==> config.mk <==
export PLATFORM = sky130hd
export DESIGN_NAME = axi_lite_master
export DESIGN_NICKNAME = d
export VERILOG_FILES = /design/src/rtl/axi_lite_pkg.sv /design/src/rtl/axi_lite_master.sv
export SDC_FILE = /design/constraint.sdc
export NUM_CORES = 1
export LEC_CHECK = 0
export CAP_MARGIN = 40
export CORE_ASPECT_RATIO = 0.9
export CORE_MARGIN = 4
export CORE_UTILIZATION = 40
export CTS_CLUSTER_SIZE = 20
export DETAILED_ROUTE_END_ITERATION = 12
export GPL_TIMING_DRIVEN = 1
export HOLD_SLACK_MARGIN = 0.15
export PLACE_DENSITY = 0.8
export REMOVE_ABC_BUFFERS = 1
export SETUP_SLACK_MARGIN = 0.1
export SLEW_MARGIN = 30
export SYNTH_ARGS = -nofsm -noshare
export SYNTH_HDL_FRONTEND = slang
export SYNTH_SLANG_ARGS = --single-unit
export TNS_END_PERCENT = 100
==> constraint.sdc <==
create_clock -name clk -period 2.07 [get_ports clk]
set_clock_uncertainty 0.2 [all_clocks]
set_input_delay 0.207 -clock clk [delete_from_list [all_inputs] [get_ports clk]]
set_output_delay 0.207 -clock clk [all_outputs]
set_load 0.03 [all_outputs]
==> src/rtl/axi_lite_pkg.sv <==
// Shared types and constants for the single-outstanding AXI4-Lite master.
package axi_lite_pkg;

  localparam int ADDR_W = 32;
  localparam int DATA_W = 32;
  localparam int STRB_W = 4;

  localparam logic [1:0] RESP_OKAY   = 2'b00;
  localparam logic [1:0] RESP_EXOKAY = 2'b01;
  localparam logic [1:0] RESP_SLVERR = 2'b10;
  localparam logic [1:0] RESP_DECERR = 2'b11;

  typedef enum logic [2:0] {
    IDLE,
    WR_ADDR_DATA,
    WR_RESP,
    RD_ADDR,
    RD_DATA
  } state_t;

endpackage

==> src/rtl/axi_lite_master.sv <==
// Single-outstanding AXI4-Lite master: one start pulse becomes one write (AW/W/B)
// or one read (AR/R); all outputs are registered, done pulses for one cycle.
module axi_lite_master
  import axi_lite_pkg::*;
(
  input  logic              clk,
  input  logic              rst_n,
  input  logic              start,
  input  logic              we_i,
  input  logic [ADDR_W-1:0] addr_i,
  input  logic [DATA_W-1:0] data_i,
  output logic [ADDR_W-1:0] addr_o,
  output logic [DATA_W-1:0] data_o,
  output logic [STRB_W-1:0] wstrb_o,
  output logic              awvalid_o,
  input  logic              awready_i,
  output logic              wvalid_o,
  input  logic              wready_i,
  input  logic [1:0]        bresp_i,
  input  logic              bvalid_i,
  output logic              bready_o,
  output logic              arvalid_o,
  input  logic              arready_i,
  input  logic [DATA_W-1:0] data_i_r,
  input  logic [1:0]        rresp_i,
  input  logic              rvalid_i,
  output logic              rready_o,
  output logic [DATA_W-1:0] data_o_r,
  output logic              error,
  output logic              done
);

  state_t              state_reg, state_next;
  logic [ADDR_W-1:0]   addr_reg, addr_next;
  logic [DATA_W-1:0]   data_reg, data_next;
  logic [STRB_W-1:0]   wstrb_reg, wstrb_next;
  logic                awvalid_reg, awvalid_next;
  logic                wvalid_reg, wvalid_next;
  logic                bready_reg, bready_next;
  logic                arvalid_reg, arvalid_next;
  logic                rready_reg, rready_next;
  logic [DATA_W-1:0]   rdata_reg, rdata_next;
  logic                error_reg, error_next;
  logic                done_reg, done_next;

  logic aw_hs, w_hs, b_hs, ar_hs, r_hs;
  logic aw_complete, w_complete;

  assign aw_hs = awvalid_reg && awready_i;
  assign w_hs  = wvalid_reg && wready_i;
  assign b_hs  = bvalid_i && bready_reg;
  assign ar_hs = arvalid_reg && arready_i;
  assign r_hs  = rvalid_i && rready_reg;

  // A dropped valid inside WR_ADDR_DATA means that channel already handshook.
  assign aw_complete = !awvalid_reg || aw_hs;
  assign w_complete  = !wvalid_reg || w_hs;

  always_ff @(posedge clk or negedge rst_n) begin
    if (!rst_n) begin
      state_reg   <= IDLE;
      addr_reg    <= '0;
      data_reg    <= '0;
      wstrb_reg   <= '0;
      awvalid_reg <= 1'b0;
      wvalid_reg  <= 1'b0;
      bready_reg  <= 1'b0;
      arvalid_reg <= 1'b0;
      rready_reg  <= 1'b0;
      rdata_reg   <= '0;
      error_reg   <= 1'b0;
      done_reg    <= 1'b0;
    end else begin
      state_reg   <= state_next;
      addr_reg    <= addr_next;
      data_reg    <= data_next;
      wstrb_reg   <= wstrb_next;
      awvalid_reg <= awvalid_next;
      wvalid_reg  <= wvalid_next;
      bready_reg  <= bready_next;
      arvalid_reg <= arvalid_next;
      rready_reg  <= rready_next;
      rdata_reg   <= rdata_next;
      error_reg   <= error_next;
      done_reg    <= done_next;
    end
  end

  always_comb begin
    state_next = state_reg;
    case (state_reg)
      IDLE:         if (start) state_next = we_i ? WR_ADDR_DATA : RD_ADDR;
      WR_ADDR_DATA: if (aw_complete && w_complete) state_next = WR_RESP;
      WR_RESP:      if (b_hs) state_next = IDLE;
      RD_ADDR:      if (ar_hs) state_next = RD_DATA;
      RD_DATA:      if (r_hs) state_next = IDLE;
      default:      state_next = IDLE;
    endcase
  end

  always_comb begin
    addr_next    = addr_reg;
    data_next    = data_reg;
    wstrb_next   = wstrb_reg;
    awvalid_next = awvalid_reg;
    wvalid_next  = wvalid_reg;
    bready_next  = bready_reg;
    arvalid_next = arvalid_reg;
    rready_next  = rready_reg;
    rdata_next   = rdata_reg;
    error_next   = error_reg;
    done_next    = 1'b0;
    case (state_reg)
      IDLE: begin
        if (start) begin
          addr_next  = addr_i;
          data_next  = data_i;
          error_next = 1'b0;
          if (we_i) begin
            awvalid_next = 1'b1;
            wvalid_next  = 1'b1;
            wstrb_next   = {STRB_W{1'b1}};
          end else begin
            arvalid_next = 1'b1;
          end
        end
      end
      WR_ADDR_DATA: begin
        if (aw_hs) awvalid_next = 1'b0;
        if (w_hs) begin
          wvalid_next = 1'b0;
          wstrb_next  = '0;
        end
        if (aw_complete && w_complete) bready_next = 1'b1;
      end
      WR_RESP: begin
        if (b_hs) begin
          bready_next = 1'b0;
          error_next  = (bresp_i != RESP_OKAY);
          done_next   = 1'b1;
        end
      end
      RD_ADDR: begin
        if (ar_hs) begin
          arvalid_next = 1'b0;
          rready_next  = 1'b1;
        end
      end
      RD_DATA: begin
        if (r_hs) begin
          rdata_next  = data_i_r;
          error_next  = (rresp_i != RESP_OKAY);
          done_next   = 1'b1;
          rready_next = 1'b0;
        end
      end
      default: ;
    endcase
  end

  assign addr_o    = addr_reg;
  assign data_o    = data_reg;
  assign wstrb_o   = wstrb_reg;
  assign awvalid_o = awvalid_reg;
  assign wvalid_o  = wvalid_reg;
  assign bready_o  = bready_reg;
  assign arvalid_o = arvalid_reg;
  assign rready_o  = rready_reg;
  assign data_o_r  = rdata_reg;
  assign error     = error_reg;
  assign done      = done_reg;

endmodule

==> impl_metrics.csv, run 1 <==
group,metric,value,unit
run_status,outcome,"completed",
placed_design,placedCellCount,608,
critical_path,crit_slowest_cell,"clkdlybuf4s50_1",
routing,routed_wl,11400,µm
critical_path,critical_path_class,"register to primary output",
sta,finalSetupViolations,0,
floorplan,rows,35,
global_route,grt_overflow,0,
sta,slew_headroom,0.742,
synthesis,synth_top_area_frac,0.617,
global_route,grt_max_degree,46,
routing,viasPerCell,4.95,
sta,tightestPinTransition,0.387,ns
critical_path,slowest_delay,0.72,ns
clock_network,cts_setup_buffers,0,
synthesis,synth_area_leaders,"dfrtp_1 62%, mux2_2 18%, mux2_4 9.4%",
power,p_total,11.6,mW
global_route,grt_pass1_wl,17700,µm
finish,fillers,781,
floorplan,dieArea,0.0125,mm²
finish,post-route-util,0.666,
sta,hold-worst-slack,0.240,ns
critical_path,start_kind,"register",
finish,area_delta_synth_final,60.7,%
synthesis,syn_avg_cell_area,15.7,µm²
global_route,first_global_vias,3448,
floorplan,num_io_pins,216,
placed_design,port_buffers,215,
sta,period_share,0.925,
placed_design,place_congestion,0.797,
critical_path,crit_chain,"clkdlybuf4s50_1",
floorplan,coreArea,0.0104,mm²
floorplan,dieHeight,106,µm
clock_network,cts.sink_count,106,
flow_run,cap_violations,0,
routing,vias,3096,
critical_path,critical-path-top-delay-family,"buffers and inverters",
global_route,grt_antenna_before_repair,0,
floorplan,start_util,0.414,
synthesis,synth_area,0.00430,mm²
synthesis,synth_seq_cells,106,
synthesis,synth_edf_count,0,
clock_network,cts_tree,"yes",
routing,dr.pass1.iters,4,
synthesis,synthCells,273,
floorplan,dieWidth,117,µm
placed_design,hpwl,8850,µm
routing,drtIter0Drc,108,
routing,wire_per_inst,18.2,µm
critical_path,cp_max_fo,7,
sta,fmax,522,MHz
sta,setup_tns,0,ns
placed_design,placed_area,0.00660,mm²
routing,drc,0,
sta,maxSlewViolCount,0,
power,p_clk_frac,0.133,
power,leakage,2.96,nW
finish,nets,602,
global_route,grt_usage,0.184,
clock_network,cts_made_buffers,9,
clock_network,clk_pin_slew,0.06,ns
clock_network,clock_path_buffers,2,
synthesis,synthArstFlopShare,1.00,
power,p_sw_frac,0.396,
synthesis,yosys_warnings,0,
placed_design,preCtsSetupSlack,0.0954,ns
power,p_int,7.03,mW
sta,rsz0062_at_grt,"no",
power,seqPwrFrac,0.317,
critical_path,cp.arrival,1.51,ns
clock_network,clockRootBuffer,"clkbuf_16",
finish,n_antenna_cell,0,
hold_path,min_path_type,"input port to asynchronous set/reset pin",
finish,layout_common_cells,"213 x clkdlybuf4s50_1, 104 x dfrtp_1, 69 x mux2_2",
routing,ant_nets,0,
finish,final_area,0.00691,mm²
synthesis,yosysSeqAreaShare,0.617,
power,switching_power,4.61,mW
power,power_density,1680,mW/mm²
sta,worst_slack,0.155,ns
sta,finalHoldViolCount,0,
synthesis,synth_flop_cell,"dfrtp_1",
critical_path,critPathCaptureType,"primary output",
clock_network,clk_latency,0.33,ns
synthesis,yosys.area.top_type,"dfrtp_1",
clock_network,htreeDepth,3,
critical_path,critPathRequiredTime,1.66,ns
power,vdd_drop_max,0.00105,V
finish,final_common_cell,"clkdlybuf4s50_1",
sta,period_minus_slack,1.92,ns
synthesis,ys_types,28,
finish,drive_above_1_share,0.264,
power,combPwrFrac,0.550,
finish,stdcell_count,626,
critical_path,path_buf_inv,1,
==> worst min-delay path, delay by kind of cell <==
kind / cells / cell delay [ns]
buffers and inverters: 3 / 0.94
==> Yosys cell counts (2+ instances only) <==
| master | number |
|---|---|
| a21oi_1 | 6 |
| buf_4 | 6 |
| buf_2 | 5 |
| nand2_1 | 10 |
| a22o_1 | 2 |
| inv_1 | 6 |
| dfrtp_1 | 106 |
| and3_1 | 2 |
| a31o_2 | 2 |
| nor3_1 | 2 |
| nor2_1 | 5 |
| mux2_2 | 69 |
| mux2_4 | 27 |
| o21ai_0 | 3 |
| buf_6 | 7 |
| o31a_1 | 2 |
| a32o_1 | 2 |
==> final timing paths <==
path | startpoint | to | slack [ns] | depth (start not counted)
max | wstrb_o[2] | wstrb_o[0] | 0.15 | 1
min reg2reg | data_o[18] | data_o[18] | 0.31 | 1
max in group asynchronous | rst_n | data_o[9] | 0.56 | 4
min | rst_n | data_o[25] | 0.24 | 3
min in group clk | data_i_r[22] | data_o_r[22] | 0.28 | 2
max reg2reg | state_reg[1] | data_o[13] | 0.21 | 4
==> power by group through the flow <==
stage               clock network (mW)  logic [mW]  registers, mW
floorplan                            0        1.68           5.66
global placement                     0        6.35           3.66
detailed placement                   0        6.44           3.73
CTS                               1.62        6.47           3.70
global route                      1.71        6.72           3.83
finish                            1.55        6.40           3.69
==> routing by layer <==
layer / vias up / share of wire / GRT usage
met2: 141 / 0.52 / 0.319
li1: 1394 / - / -
met3: 12 / 0.11 / 0.0803
met1: 1549 / 0.36 / 0.205
met5: - / 0 / 0
met4: 0 / 0.013 / 0.0450
==> repair_timing <==
action                                 4_1_cts  5_1_grt
setup endpoints to repair                    0       11
gates resized for setup                      0        3
endpoints found under the hold margin      106        0
hold buffers                                 2        0
==> kinds of logic after synthesis <==
family	after synthesis	synth area share
buf+inv	24	0.0399
flops	106	0.617
simple gates	24	0.0280
mux	96	0.275
compound gates	23	0.0399
==> final cells by class <==
cell class              count  area, µm²  share of cell area
flip-flops and latches    106       2660               0.384
repair buffers            227       2310               0.335
multi-input cells         143       1490               0.215
clock buffers              10        239              0.0346
well taps                 129        161              0.0234
clock inverters             5       31.3             0.00453
inverters                   6       22.5             0.00326
(Power assumes the default switching activity.)
==> run 2: changes to the inputs <==
TNS_END_PERCENT = unset   (was 100)
==> results of run 2 <==
Same layout as run 1: the final DEF is identical, and so are final timing and power.
==> run 3: changes to the inputs <==
CAP_MARGIN = 10   (was 40)
==> run 3 against run 2 <==
Sequential share of layout area is 0.12 points higher. Cell count is 0.32% lower. Die area stayed put. Largest cell class unchanged. Critical endpoint unchanged. Non-clock buffer count is 2 lower. Via count is 0.36% lower. Critical path depth stayed put. Routed wire length hardly changed. Design area is 0.31% lower. Global-route usage stayed put. Sequential cell count stayed put. Hold slack worse by 0.12 ns. Clock-buffer cell count stayed put.
==> impl_metrics.csv, run 3 (synthesis gave the netlist of run 1 again) <==
group,metric,value,unit
flow_run,cap_violations,0,
floorplan,dieWidth,117,µm
floorplan,dieArea,0.0125,mm²
floorplan,rows,35,
floorplan,num_io_pins,216,
global_route,grt_antenna_before_repair,0,
finish,drive_above_1_share,0.263,
sta,tightestPinTransition,0.387,ns
hold_path,min_path_type,"input port to asynchronous set/reset pin",
clock_network,cts_tree,"yes",
clock_network,cts_setup_buffers,0,
global_route,grt_pass1_wl,17700,µm
sta,rsz0062_at_grt,"no",
power,leakage,2.95,nW
clock_network,clock_path_buffers,2,
power,p_total,11.6,mW
finish,n_antenna_cell,0,
critical_path,path_buf_inv,1,
sta,finalHoldViolCount,0,
sta,period_share,0.925,
finish,fillers,782,
critical_path,cp_max_fo,7,
routing,viasPerCell,4.94,
clock_network,cts_made_buffers,9,
placed_design,preCtsSetupSlack,0.0954,ns
routing,dr.pass1.iters,4,
placed_design,hpwl,8850,µm
routing,ant_nets,0,
sta,period_minus_slack,1.92,ns
clock_network,htreeDepth,3,
global_route,grt_overflow,0,
floorplan,start_util,0.414,
finish,area_delta_synth_final,60.2,%
critical_path,critPathRequiredTime,1.66,ns
critical_path,cp.arrival,1.51,ns
power,power_density,1690,mW/mm²
critical_path,slowest_delay,0.72,ns
sta,fmax,522,MHz
finish,post-route-util,0.664,
sta,slew_headroom,0.742,
sta,maxSlewViolCount,0,
global_route,grt_max_degree,46,
critical_path,critical-path-top-delay-family,"buffers and inverters",
sta,setup_tns,0,ns
clock_network,clockRootBuffer,"clkbuf_16",
run_status,outcome,"completed",
critical_path,crit_slowest_cell,"clkdlybuf4s50_1",
routing,wire_per_inst,18.3,µm
sta,finalSetupViolations,0,
sta,worst_slack,0.154,ns
global_route,first_global_vias,3448,
routing,routed_wl,11400,µm
global_route,grt_usage,0.184,
clock_network,clk_latency,0.34,ns
sta,hold-worst-slack,0.119,ns
critical_path,start_kind,"register",
routing,drtIter0Drc,132,
clock_network,cts.sink_count,106,
power,vdd_drop_max,0.00105,V
finish,layout_common_cells,"213 x clkdlybuf4s50_1, 104 x dfrtp_1, 69 x mux2_2",
placed_design,port_buffers,215,
finish,nets,600,
critical_path,critical_path_class,"register to primary output",
clock_network,clk_pin_slew,0.06,ns
placed_design,place_congestion,0.797,
routing,vias,3085,
routing,drc,0,
floorplan,coreArea,0.0104,mm²
critical_path,critPathCaptureType,"primary output",
critical_path,crit_chain,"clkdlybuf4s50_1",
finish,final_common_cell,"clkdlybuf4s50_1",
floorplan,dieHeight,106,µm
-- run 3: cell count changes in the layout (fill, tap and decap cells not counted) --
cell	delta
buf_6	-1
dlygate4sd3_1	-1
-- run 3: final timing paths --
| kind | depth (start not counted) | slack, ns | end | startpoint |
|---|---|---|---|---|
| min reg2reg | 1 | 0.31 | data_o[18] | data_o[18] |
| min in group clk | 2 | 0.27 | data_o_r[22] | data_i_r[22] |
| min | 2 | 0.12 | data_o_r[28] | rst_n |
| max | 1 | 0.15 | wstrb_o[0] | wstrb_o[2] |
| max in group asynchronous | 3 | 0.92 | state_reg[2] | rst_n |
| max reg2reg | 4 | 0.20 | data_o[13] | state_reg[1] |
-- run 3: power breakdown --
| part | switching (mW) | total, mW | leakage (nW) | internal (mW) |
|---|---|---|---|---|
| Clock | 0.719 | 1.56 | 0.134 | 0.837 |
| Combinational | 3.28 | 6.40 | 1.53 | 3.11 |
| Sequential | 0.612 | 3.69 | 1.29 | 3.07 |
| Total | 4.62 | 11.6 | 2.95 | 7.02 |
-- run 3: what timing repair did --
action / in CTS / in global routing
endpoints found under the setup margin: 0 / 29
hold buffers: 2 / 0
endpoints found under the hold margin: 106 / 0
gates resized for setup: 0 / 3
-- run 3: area by class of cell --
| cell class | count | area, µm² | share of cell area |
|---|---|---|---|
| sequential | 106 | 2660 | 0.386 |
| timing repair buffer | 225 | 2290 | 0.333 |
| multi-input combinational | 143 | 1490 | 0.216 |
| clock buffer | 10 | 239 | 0.0347 |
| tap | 129 | 161 | 0.0234 |
| clock inverter | 5 | 31.3 | 0.00454 |
| inverter | 6 | 22.5 | 0.00327 |
-- run 3: stage by stage --
stage / instance area, µm² / cells
after floorplan: 4150 / 255
after global placement: 6600 / 608
after detailed placement: 6600 / 608
after CTS: 6890 / 625
after global routing: 6890 / 624
final: 6890 / 624
-- run 3: routing by layer --
metal  wire length [µm]  GRT usage
met3               1220     0.0803
met4                149     0.0450
met1               4160      0.205
met2               5860      0.319
met5                  0          0
